## config.mk

```make
export PLATFORM = sky130hd
export DESIGN_NAME = i2c_slave_regs
export DESIGN_NICKNAME = d
export VERILOG_FILES = /design/src/rtl/i2c_slave_regs_pkg.sv /design/src/rtl/i2c_regs_mem.sv /design/src/rtl/i2c_slave_regs.sv
export SDC_FILE = /design/constraint.sdc
export NUM_CORES = 1
export LEC_CHECK = 0
export CAP_MARGIN = 10
export CORE_MARGIN = 5
export CORE_UTILIZATION = 25
export DETAILED_ROUTE_END_ITERATION = 8
export PLACE_DENSITY = 0.55
export SLEW_MARGIN = 15
export SYNTH_ARGS = -nofsm -noshare
export SYNTH_HDL_FRONTEND = slang
export SYNTH_SLANG_ARGS = --single-unit
```

## constraint.sdc

```tcl
create_clock -name clk -period 2.7 [get_ports clk]
set_clock_uncertainty 0.15 [all_clocks]
set_input_delay 0.54 -clock clk [delete_from_list [all_inputs] [get_ports clk]]
set_output_delay 0.54 -clock clk [all_outputs]
set_load 0.01 [all_outputs]
```

## src/rtl/i2c_slave_regs_pkg.sv

```systemverilog
// Shared types and defaults for the I2C-side register bank.
package i2c_slave_regs_pkg;

    localparam int AW_DEF = 4;
    localparam int BYTE_W = 8;

    typedef enum logic {
        ST_PTR  = 1'b0,
        ST_DATA = 1'b1
    } state_e;

endpackage

```

## src/rtl/i2c_regs_mem.sv

```systemverilog
// NREGS x 8 flop bank: I2C and host write ports with same-address arbitration,
// registered read mux and flattened contents.
module i2c_regs_mem
    import i2c_slave_regs_pkg::*;
#(
    parameter int                              AW      = AW_DEF,
    parameter logic [BYTE_W*(2**AW)-1:0]       RST_VAL = '0
) (
    input  logic                               clk_i,
    input  logic                               rst_ni,
    input  logic                               i2c_we_i,
    input  logic [AW-1:0]                      i2c_addr_i,
    input  logic [BYTE_W-1:0]                  i2c_dat_i,
    input  logic                               hw_we_i,
    input  logic [AW-1:0]                      hw_addr_i,
    input  logic [BYTE_W-1:0]                  hw_dat_i,
    input  logic [AW-1:0]                      rd_addr_i,
    output logic [BYTE_W-1:0]                  rdat_o,
    output logic                               hw_ack_o,
    output logic [BYTE_W*(2**AW)-1:0]          regs_o
);

    localparam int NREGS = 2**AW;

    logic [NREGS-1:0][BYTE_W-1:0] mem_q, mem_d;
    logic [BYTE_W-1:0]            rdat_q;
    logic                         hw_ack_q, hw_commit;

    // A same-cycle I2C write to the same byte wins; the host write is dropped.
    always_comb begin
        mem_d     = mem_q;
        hw_commit = hw_we_i && !(i2c_we_i && (hw_addr_i == i2c_addr_i));
        if (hw_commit) mem_d[hw_addr_i]  = hw_dat_i;
        if (i2c_we_i)  mem_d[i2c_addr_i] = i2c_dat_i;
    end

    always_ff @(posedge clk_i or negedge rst_ni) begin
        if (!rst_ni) begin
            mem_q    <= RST_VAL;
            rdat_q   <= RST_VAL[BYTE_W-1:0];
            hw_ack_q <= 1'b0;
        end else begin
            mem_q    <= mem_d;
            rdat_q   <= mem_q[rd_addr_i];
            hw_ack_q <= hw_commit;
        end
    end

    assign rdat_o   = rdat_q;
    assign hw_ack_o = hw_ack_q;
    assign regs_o   = mem_q;

endmodule

```

## src/rtl/i2c_slave_regs.sv

```systemverilog
// Register bank behind the I2C slave engine: pointer/state FSM, write notify,
// host update port.
module i2c_slave_regs
    import i2c_slave_regs_pkg::*;
#(
    parameter int                              AW      = AW_DEF,
    parameter logic [BYTE_W*(2**AW)-1:0]       RST_VAL = '0
) (
    input  logic                               clk,
    input  logic                               rst,
    input  logic                               as_in,
    input  logic                               ws_in,
    input  logic [BYTE_W-1:0]                  wdat_in,
    input  logic                               rs_in,
    output logic [BYTE_W-1:0]                  rdat_out,
    input  logic                               hw_we,
    input  logic [AW-1:0]                      hw_addr,
    input  logic [BYTE_W-1:0]                  hw_dat,
    output logic                               hw_ack,
    output logic                               wr_stb_out,
    output logic [AW-1:0]                      wr_addr_out,
    output logic [BYTE_W*(2**AW)-1:0]          regs_out,
    output logic [AW-1:0]                      ptr_out
);

    state_e        state_q, state_d;
    logic [AW-1:0] ptr_q, ptr_d;
    logic          i2c_we;
    logic          wr_stb_q;
    logic [AW-1:0] wr_addr_q;

    always_ff @(posedge clk or negedge rst) begin
        if (!rst) begin
            state_q <= ST_PTR;
            ptr_q   <= '0;
        end else begin
            state_q <= state_d;
            ptr_q   <= ptr_d;
        end
    end

    // as_in masks everything; ws_in beats rs_in so a collision advances by one.
    always_comb begin
        state_d = state_q;
        ptr_d   = ptr_q;
        if (as_in) begin
            state_d = ST_PTR;
        end else if (ws_in) begin
            if (state_q == ST_PTR) begin
                ptr_d   = wdat_in[AW-1:0];
                state_d = ST_DATA;
            end else begin
                ptr_d   = ptr_q + AW'(1);
            end
        end else if (rs_in) begin
            ptr_d = ptr_q + AW'(1);
        end
    end

    always_comb begin
        i2c_we = ws_in && !as_in && (state_q == ST_DATA);
    end

    always_ff @(posedge clk or negedge rst) begin
        if (!rst) begin
            wr_stb_q  <= 1'b0;
            wr_addr_q <= '0;
        end else begin
            wr_stb_q <= i2c_we;
            if (i2c_we) wr_addr_q <= ptr_q;
        end
    end

    i2c_regs_mem #(
        .AW      (AW),
        .RST_VAL (RST_VAL)
    ) u_mem (
        .clk_i      (clk),
        .rst_ni     (rst),
        .i2c_we_i   (i2c_we),
        .i2c_addr_i (ptr_q),
        .i2c_dat_i  (wdat_in),
        .hw_we_i    (hw_we),
        .hw_addr_i  (hw_addr),
        .hw_dat_i   (hw_dat),
        .rd_addr_i  (ptr_q),
        .rdat_o     (rdat_out),
        .hw_ack_o   (hw_ack),
        .regs_o     (regs_out)
    );

    assign wr_stb_out  = wr_stb_q;
    assign wr_addr_out = wr_addr_q;
    assign ptr_out     = ptr_q;

endmodule

```

==> flow_summary.ini <==
[synthesis]
async_flop_share_pct = 100
synth_edf_count = 0
synth_seq_cells = 147
netlist_area_mm2 = 0.00800
synth_area_leader_cell = dfrtp_1
synth_ff_type = dfrtp_1
synth_top_area_share_pct = 46.0
ys_seq_area_share_pct = 46.0
yosysUniqueCellTypes = 33
synth_nets = 754
synth_common_cells = dfrtp_1, nor2_1, a21oi_1
synth_most_common_cell = dfrtp_1
synthTopCellsByArea = dfrtp_1, mux2i_1, mux4_2
synth_warnings = 0
synthCells = 724
syn_avg_cell_area_um2 = 11.0

[setup_path]
r2r_start = ptr_out[0]
worstSetupPathType = flip-flop to primary output
end_kind = primary output
critPathLaunchType = flip-flop
critical_path.max_fanout = 28
worst_ep_arrival_time_ps = 1840
worst-r2r-cell-count = 8
required_ps = 2010
r2r_slack_ps = 520
r2r-end = u_mem.regs_o[101]

[power_and_ir_drop]
seqPwrFrac_pct = 35.1
clkPwrFrac_pct = 20.7
p_sw_uw = 4150
leakagePower_uw = 0.00543
power.density_mw_per_mm2 = 1010
p_int_uw = 7320
combPwrFrac_pct = 44.2
ir_drop_v = 0.000513
netSwitchingFraction_pct = 36.2

[layout]
stdcell_count = 1339
nets = 954
drive_gt1_share_pct = 17.6
fillers = 3089
syn_to_final_growth_pct = 41.5
utilization_pct = 35.9
diodes = 0
final_cell_area_mm2 = 0.0113

[drt]
detail_route.vias_per_cell = 4.91
drc = 0
wl_um = 30900
routedWlPerCell_um = 23.1
drtIter0Drc = 557
ant_nets = 0
firstDrtPassIters = 5
vias = 6580

[clocking]
cts_max_level = 4
cts_made_buffers = 17
post-cts-setup-buffers = 0
cts_tree = done
clk_pin_slew_ps = 60
cts-root-buf = clkbuf_16
clockBufferDepth = 2
clock_sinks = 147
clk_latency_ps = 430

[placed_design]
dp_hpwl_um = 22300
port_buffers = 171
postPlaceCellArea_mm2 = 0.0107
gp_congestion = 0.816
placed_cells = 1306

[floorplanning]
fp.dieW_um = 189
core_area_mm2 = 0.0316
die_area_mm2 = 0.0357
die_h_um = 189
io_pins = 172
std_cell_rows = 65
initial_core_util_pct = 25.3

[status]
status = completed

[grt]
grtUsageTotal_pct = 17.1
first_global_vias = 6500
grt_antenna_before_repair = 0
grt_first_pass_wirelength_um = 45600
grt_overflow = 0
grt_max_degree = 59

[timing]
hold_viol = 0
fmax_mhz = 395
finalCritPeriodShare_pct = 93.8
setup_viol = 0
max-slew-margin-rel_pct = 59.1
rsz0062_at_grt = false
finalCriticalPeriod_ps = 2530
fin_setup_tns_ps = 0
slew_violations = 0
whs_ps = 325
worstMarginPinSlew_ps = 614

[worst_hold_path]
hp-start = wr_addr_out[3]
hold_end = wr_addr_out[3]
worstHoldPathCells = 2
holdCritPathClass = flip-flop to flip-flop

[run]
timing.max_cap.violations = 0
==> cell type report <==
| cell class | instances | area, um^2 | share of cell area, % |
|---|---|---|---|
| clock buffer | 20 | 457 | 4.04 |
| inverter | 4 | 15.0 | 0.133 |
| clock inverter | 12 | 123 | 1.08 |
| tap | 402 | 503 | 4.44 |
| timing repair buffer | 244 | 2510 | 22.2 |
| multi-input combinational | 510 | 4030 | 35.6 |
| sequential | 147 | 3680 | 32.5 |
==> how the worst max path moves through the flow <==
stage	start	endpoint	slack (ps)	cells after the start
after floorplan	ptr_out[0]	u_mem.rdat_o[1]	380	4
after global placement	as_in	u_mem.regs_o[95]	110	7
after detailed placement	as_in	u_mem.regs_o[102]	70	7
after CTS	ptr_out[1]	ptr_out[1]	130	2
final	ptr_out[1]	ptr_out[1]	170	2
after global routing	ptr_out[1]	ptr_out[1]	110	2
==> metrics by stage <==
step / power [uW] / worst slack, ps
3_5_place_dp: 9140 / 74.3
3_3_place_gp: 9100 / 108
2_1_floorplan: 6070 / 376
4_1_cts: 11600 / 133
6_report: 11500 / 168
5_1_grt: 12100 / 107
==> what timing repair did <==
action,CTS,global route
resized for setup,0,0
hold buffers,1,0
hold endpoints to repair,54,0
==> kinds of logic (layout without fill, tap and decap cells) <==
family | Yosys count | after routing | synth area share (%)
fa+ha+maj | 4 | 4 | 0.626
mux | 169 | 169 | 27.4
simple gates | 176 | 176 | 9.34
xor+xnor | 4 | 4 | 0.438
buf+inv | 67 | 280 | 3.65
flops | 147 | 147 | 46.0
compound gates | 157 | 157 | 12.5
==> state kept, by name, summed over array words and instances, names as in the netlist <==
signal,count
ptr_out,4
state_q,1
u_mem.hw_ack_o,1
u_mem.rdat_o,8
u_mem.regs_o,128
wr_addr_out,4
wr_stb_out,1
==> critical path, cell delays in order, from the launching register on <==
cell,delay (ps)
dfrtp_2,570
buf_12,270
clkdlybuf4s50_1,570
==> placed cells by master (no fill, tap or decap), types with 2 or more instances in the layout <==
master,netlist,layout
a21oi_1,132,132
buf_12,0,20
buf_4,1,52
clkbuf_16,0,17
clkbuf_8,0,2
clkdlybuf4s50_1,0,170
clkinv_4,0,2
clkinvlp_4,0,5
dfrtp_1,147,145
dfrtp_2,0,2
ha_1,4,4
inv_1,3,3
inv_6,0,3
mux2i_1,129,129
mux4_2,40,40
nand2_1,11,11
nand3_1,13,13
nand4_1,4,4
nor2_1,135,135
nor2b_1,4,4
nor3_1,2,2
o2111ai_2,4,4
o211ai_2,3,3
o211ai_4,9,9
o21ai_0,6,6
xnor2_1,4,4
==> power groups by stage <==
stage          Combinational (uW)  Sequential, uW  Clock (uW)
2_1_floorplan                1950            4120           0
3_3_place_gp                 5050            4050           0
3_5_place_dp                 5080            4060           0
4_1_cts                      5110            4030        2410
5_1_grt                      5400            4150        2510
6_report                     5070            4030        2370
==> per-layer routing <==
layer	track usage, %	vias up	wire length (um)
met5	0	-	0
met4	3.34	0	331
li1	-	3015	-
met2	26.4	266	14100
met3	6.11	17	2810
met1	23.5	3282	13700
(Power assumes the default switching activity.)
